[src/rtl/instr_load_controller.sv]
// instr_load_controller
// Boot-time loader: receives a length-prefixed program image byte stream
// (4-byte little-endian length N, then N payload bytes), packs it into
// little-endian 32-bit words, writes them to instruction memory, then
// raises start to release the core.
//
// Optional feature macro: LOADER_HALT_APPEND_EN
//   defined   -> a halt word 0xFFFFFFFF is written after the payload and the
//                length limit becomes MAX_BYTES-4
//   undefined -> no halt word; limit is MAX_BYTES
//
// Ports:
//   clk, rst                 clock, asynchronous active-high reset
//   rx_data, rx_valid        UART RX byte and one-cycle strobe
//   reload                   drop start and wait for a new image
//   write_byte_address       word-aligned byte address of the write
//   write_instr_data         packed instruction word
//   write_instr_valid        one-cycle write strobe
//   start                    core run enable
//   busy                     high while a load is in progress
//   error                    sticky overflow/timeout flag
module instr_load_controller #(
  parameter int unsigned MAX_BYTES      = 4096,
  parameter int unsigned TIMEOUT_CYCLES = 1_000_000
) (
  input  logic        clk,
  input  logic        rst,
  input  logic [7:0]  rx_data,
  input  logic        rx_valid,
  input  logic        reload,
  output logic [31:0] write_byte_address,
  output logic [31:0] write_instr_data,
  output logic        write_instr_valid,
  output logic        start,
  output logic        busy,
  output logic        error
);

  localparam int unsigned W = 32;
`ifdef LOADER_HALT_APPEND_EN
  localparam logic         HALT_EN = 1'b1;
  localparam logic [W-1:0] LIMIT   = W'(MAX_BYTES - 4);
`else
  localparam logic         HALT_EN = 1'b0;
  localparam logic [W-1:0] LIMIT   = W'(MAX_BYTES);
`endif
  localparam logic [W-1:0] HALT_WORD = 32'hFFFF_FFFF;

  typedef enum logic [2:0] {
    S_IDLE, S_LEN, S_DATA, S_FLUSH, S_HALT, S_RUN
  } state_t;

  state_t       state_q, state_d;
  logic [W-1:0] len_q, len_d;
  logic [1:0]   len_cnt_q, len_cnt_d;
  logic [W-1:0] count_q, count_d;
  logic [W-1:0] word_q, word_d;
  logic [W-1:0] timer_q, timer_d;
  logic [W-1:0] waddr_d, wdata_d;
  logic         wvalid_d, start_d, busy_d, error_d;

  logic [W-1:0] len_shift, word_ins, halt_addr;
  logic         last_byte, word_full, take_data;

  // Byte-lane insertion and end-of-word detection for the next payload byte
  always_comb begin
    len_shift = {rx_data, len_q[W-1:8]};
    word_ins  = word_q | (W'(rx_data) << {count_q[1:0], 3'b000});
    last_byte = (count_q + 32'd1) == len_q;
    word_full = (count_q[1:0] == 2'd3) || last_byte;
    halt_addr = (len_q + 32'd3) & ~32'd3;
  end

  // Next-state and registered-output logic
  always_comb begin
    state_d   = state_q;
    len_d     = len_q;
    len_cnt_d = len_cnt_q;
    count_d   = count_q;
    word_d    = word_q;
    timer_d   = timer_q;
    waddr_d   = write_byte_address;
    wdata_d   = write_instr_data;
    wvalid_d  = 1'b0;
    start_d   = start;
    error_d   = error;
    take_data = 1'b0;

    case (state_q)
      S_IDLE: begin
        if (rx_valid) begin
          len_d     = {rx_data, 24'h0};
          len_cnt_d = 2'd1;
          error_d   = 1'b0;
          timer_d   = '0;
          state_d   = S_LEN;
        end
      end
      S_LEN: begin
        if (rx_valid) begin
          timer_d   = '0;
          len_d     = len_shift;
          len_cnt_d = len_cnt_q + 2'd1;
          if (len_cnt_q == 2'd3) begin
            count_d = '0;
            word_d  = '0;
            if (len_shift > LIMIT) begin
              error_d = 1'b1;
              state_d = S_IDLE;
            end else if (len_shift == '0) begin
              if (HALT_EN) begin
                wvalid_d = 1'b1;
                waddr_d  = '0;
                wdata_d  = HALT_WORD;
                state_d  = S_HALT;
              end else begin
                start_d = 1'b1;
                state_d = S_RUN;
              end
            end else begin
              state_d = S_DATA;
            end
          end
        end else begin
          timer_d = timer_q + 32'd1;
        end
      end
      S_DATA: begin
        if (rx_valid) take_data = 1'b1;
        else          timer_d   = timer_q + 32'd1;
      end
      S_FLUSH: begin
        if (count_q == len_q) begin
          if (HALT_EN) begin
            wvalid_d = 1'b1;
            waddr_d  = halt_addr;
            wdata_d  = HALT_WORD;
            state_d  = S_HALT;
          end else begin
            start_d = 1'b1;
            state_d = S_RUN;
          end
        end else begin
          // A byte arriving alongside the write starts the next word
          state_d = S_DATA;
          if (rx_valid) take_data = 1'b1;
        end
      end
      S_HALT: begin
        start_d = 1'b1;
        state_d = S_RUN;
      end
      S_RUN: ;
      default: state_d = S_IDLE;
    endcase

    // Payload byte: drop into its lane, write out when the word completes
    if (take_data) begin
      timer_d = '0;
      count_d = count_q + 32'd1;
      if (word_full) begin
        wvalid_d = 1'b1;
        waddr_d  = {count_q[W-1:2], 2'b00};
        wdata_d  = word_ins;
        word_d   = '0;
        state_d  = S_FLUSH;
      end else begin
        word_d = word_ins;
      end
    end

    // Inter-byte idle limit while a load is in progress
    if ((state_q == S_LEN || state_q == S_DATA) && timer_d == W'(TIMEOUT_CYCLES)) begin
      error_d = 1'b1;
      timer_d = '0;
      state_d = S_IDLE;
    end

    // reload overrides everything, including a byte arriving this cycle
    if (reload) begin
      state_d  = S_IDLE;
      start_d  = 1'b0;
      error_d  = 1'b0;
      wvalid_d = 1'b0;
      word_d   = '0;
      timer_d  = '0;
    end

    busy_d = (state_d == S_LEN) || (state_d == S_DATA) ||
             (state_d == S_FLUSH) || (state_d == S_HALT);
  end

  // State and output registers
  always_ff @(posedge clk or posedge rst) begin
    if (rst) begin
      state_q            <= S_IDLE;
      len_q              <= '0;
      len_cnt_q          <= '0;
      count_q            <= '0;
      word_q             <= '0;
      timer_q            <= '0;
      write_byte_address <= '0;
      write_instr_data   <= '0;
      write_instr_valid  <= 1'b0;
      start              <= 1'b0;
      busy               <= 1'b0;
      error              <= 1'b0;
    end else begin
      state_q            <= state_d;
      len_q              <= len_d;
      len_cnt_q          <= len_cnt_d;
      count_q            <= count_d;
      word_q             <= word_d;
      timer_q            <= timer_d;
      write_byte_address <= waddr_d;
      write_instr_data   <= wdata_d;
      write_instr_valid  <= wvalid_d;
      start              <= start_d;
      busy               <= busy_d;
      error              <= error_d;
    end
  end

endmodule
[config.mk]
export PLATFORM = sky130hd
export DESIGN_NAME = instr_load_controller
export DESIGN_NICKNAME = d
export VERILOG_FILES = /design/src/rtl/instr_load_controller.sv
export SDC_FILE = /design/constraint.sdc
export NUM_CORES = 1
export LEC_CHECK = 0
export BUFFER_PORTS_ARGS = -buffer_cell sky130_fd_sc_hd__buf_4
export CORE_MARGIN = 2
export CORE_UTILIZATION = 65
export CTS_CLUSTER_SIZE = 25
export DETAILED_ROUTE_END_ITERATION = 6
export PLACE_DENSITY = 0.84
export SYNTH_ARGS = -nofsm -noshare
export SYNTH_HDL_FRONTEND = slang
export SYNTH_SLANG_ARGS = --single-unit
[constraint.sdc]
create_clock -name clk -period 14.72 [get_ports clk]
set_input_delay 2.944 -clock clk [delete_from_list [all_inputs] [get_ports clk]]
set_output_delay 2.944 -clock clk [all_outputs]
set_load 0.03 [all_outputs]
==> flow_summary_export.csv <==
group,metric,value,unit
status,status,"complete, no violations",
detailed_routing,top_layer_used,"met4",
placement,dp_hpwl,20.4,mm
global_routing,grtUsageTotal,33.5,%
detailed_routing,dr_total_vias,9818,
detailed_routing,via_per_inst,6.66,
pwr,seq_power_share,49.2,%
setup_path,cpPeakStageDelay,0.78,ns
synthesis,synth-seq-area-share,44.0,%
clock_tree,hold_buffers,0,
clock_tree,post_cts_buffers,0,
clock_tree,cts_htree_levels,4,
pwr,peakVddDrop,0.0824,mV
sta,hold_violations,0,
setup_path,crit_required,15.06,ns
synthesis,synth_seq_cells,199,
placement,portBuffers,77,
clock_tree,ctsLongestPathBuffers,2,
sta,slew_violations,0,
clock_tree,clock-sinks,199,
synthesis,yosysMostFrequentCell,"dfrtp_1",
synthesis,avgSynthCellArea,9.21,um2
finish,final_util,72.4,%
global_routing,grt_max_degree,82,
setup_path,r2r_start,"count_q[0]",
setup_path,end_kind,"flip-flop",
global_routing,gr-total-overflow,0,
pwr,switching_share,26.6,%
synthesis,synth_area,0.0113,mm2
setup_path,cp-startpoint,"rx_valid",
synthesis,ys_async_sr_fraction,100,%
detailed_routing,wl_met3,2.53,mm
setup_path,cp_common_cell,"nor2_1",
die,chipWidth,136,um
detailed_routing,drc,0,
detailed_routing,wl_met2,14.1,mm
detailed_routing,drtIter0Drc,1318,
pwr,clkPwrFrac,43.4,%
clock_tree,cts_resized,0,
clock_tree,insertion_delay,0.44,ns
die,start_util,65.9,%
synthesis,ys_top_cells_by_count,"dfrtp_1 (199), nand2_1 (144), nor2_1 (70)",
synthesis,synth-main-ff-cell,"dfrtp_1",
finish,nNetsFinal,1254,
run,cap_violations,0,
global_routing,grt_pass1_wl,48.7,mm
detailed_routing,routedWlPerCell,20.4,um
setup_path,rr_worst_depth,13,
synthesis,synth_area_leaders,"dfrtp_1 (44%), nand2_1 (4.8%), mux2i_1 (4.3%), nor4_1 (3.4%), nand3_1 (2.7%)",
sta,whs,0.475,ns
worst_hold_path,min_path_type,"reg2reg",
detailed_routing,wl,30.1,mm
finish,fill_cells,1333,
sta,fin_crit_sh,42.1,%
pwr,internal_power,845,uW
global_routing,grt_pass1_vias,9144,
pwr,total_power,1150,uW
finish,drive_above_1_share,14.0,%
synthesis,synthesis.yosys.warnings,0,
sta,finalSetupViolations,0,
detailed_routing,wl_met1,12.9,mm
global_routing,antenna_found_initial,0,
setup_path,reg2reg_slack,9.31,ns
setup_path,cp_cell_sequence,"buf_4 > nor2_1 > nand2_1 > nor2_1 > a221oi_1 > nor4_1 > nand4b_1 > a2111oi_4 > or2_1 > o21ba_1",
die,rows,48,
setup_path,critPathSlowestCell,"or2_1",
pwr,power_density,92.5,mW/mm2
die,ios,80,
clock_tree,cts_root_buf,"clkbuf_16",
sta,rsz0062_at_grt,"false",
setup_path,cp.arrival,6.54,ns
setup_path,startpoint_type,"input pin",
sta,relSlewSlack,22.8,%
setup_path,crit_end,"timer_q[27]",
pwr,leakagePower,0.00543,uW
die,die_y,136,um
pwr,comb_power_share,7.4,%
sta,tightest_slew,1.16,ns
synthesis,syn_inst,1229,
setup_path,critPathKind,"in2reg",
sta,fin_crit,6.20,ns
pwr,power.switching,305,uW
die,core_region_area,0.0172,mm2
synthesis,post_synth_num_cell_types,78,
placement,gp_congestion,0.937,
synthesis,yosysTopAreaCellShare,44.0,%
clock_tree,numCtsBuffers,17,
finish,syn_to_final_growth,9.87,%
detailed_routing,postRouteAntennaNets,0,
clock_tree,cts_tree,"yes",
detailed_routing,first_pass_iters,6,
sta,fmax,161,MHz
die,die-area,0.0185,mm2
synthesis,synth_area_leader_cell,"dfrtp_1",
setup_path,critPathMaxFanout,25,
finish,diodes,0,
setup_path,r2r-end,"write_byte_address[20]",
sta,fin_skew,0.0111,ns
sta,setup_tns,0,ns
synthesis,synth_edf_count,0,
clock_tree,clkSlewWorstSetupHoldPaths,0.08,ns
-- kinds of logic (layout without fill, tap and decap cells) --
group / count (synthesis) / after routing / share of synthesized area, %
AOI/OAI and AO/OA: 223 / 223 / 13.7
adders and majority gates: 5 / 5 / 0.553
xor gates and xnor gates: 57 / 57 / 4.54
buffers and inverters: 154 / 174 / 6.08
and+or+nand+nor: 509 / 509 / 23.5
other: 1 / 2 / 0.0331
DFF: 199 / 199 / 44.0
muxes: 81 / 81 / 7.52
-- power by group through the flow --
stage,logic (uW),clock network [uW],registers [uW]
finish,85.1,499,566
global route,94.1,526,567
CTS,84.2,501,565
detailed placement,83.7,0,576
global placement,82.1,0,576
floorplan,58.9,0,573
-- metrics by stage --
| stage | setup slack [ns] | area [um2] | std cells |
|---|---|---|---|
| after floorplan | 6.35 | 11300 | 1230 |
| after global placement | 8.16 | 11800 | 1443 |
| after detailed placement | 8.06 | 11800 | 1443 |
| after CTS | 8.54 | 12400 | 1475 |
| after global routing | 8.22 | 12400 | 1475 |
| final | 8.52 | 12400 | 1475 |
-- flip-flops by register name (all words and copies together), names as in the netlist, 2 cells and up --
name / count
count_q: 32
len_q: 32
timer_q: 32
word_q: 32
write_instr_data: 32
write_byte_address: 30
state_q: 3
len_cnt_q: 2
-- how the worst min path moves through the flow --
stage | from | end | slack, ns | cells past startpoint
after floorplan | len_cnt_q[1] | len_cnt_q[1] | 0.44 | 2
after global placement | len_cnt_q[1] | len_cnt_q[1] | 0.45 | 2
after detailed placement | len_cnt_q[1] | len_cnt_q[1] | 0.46 | 2
after CTS | len_cnt_q[1] | len_cnt_q[1] | 0.48 | 2
after global routing | write_byte_address[7] | write_byte_address[7] | 0.52 | 1
final | len_cnt_q[1] | len_cnt_q[1] | 0.48 | 2
-- cell usage in the layout (no fill, tap or decap), types with 24 or more instances in the layout --
cell type / count
xor2_1: 24
nor4_1: 61
dfrtp_1: 199
nor3_1: 29
mux2_2: 26
inv_1: 49
nand2_1: 144
xnor2_1: 31
o21ai_0: 31
nand3_1: 62
nand4_1: 31
a21oi_1: 61
nor2_1: 69
mux2i_1: 49
a41oi_1: 35
buf_4: 92
-- critical path, delay by kind of cell --
kind,cells,cell delay (ns)
buffers and inverters,1,0.20
AOI/OAI and AO/OA,3,0.83
and+or+nand+nor,6,2.53
-- final cells by class --
type	instances	area (um2)	area share (%)
clock buffers	19	443	3.56
multi-input cells	877	5660	45.5
well taps	225	282	2.26
repair buffers	92	691	5.55
inverters	50	195	1.57
flip-flops and latches	199	4980	40.0
clock inverters	13	184	1.48
-- per-layer routing --
layer / vias to the layer above / GRT usage, %
li1: 4475 / -
met3: 58 / 7.16
met2: 475 / 52.2
met4: 0 / 8.74
met1: 4810 / 47.9
met5: - / 0
(Power assumes the default switching activity.)
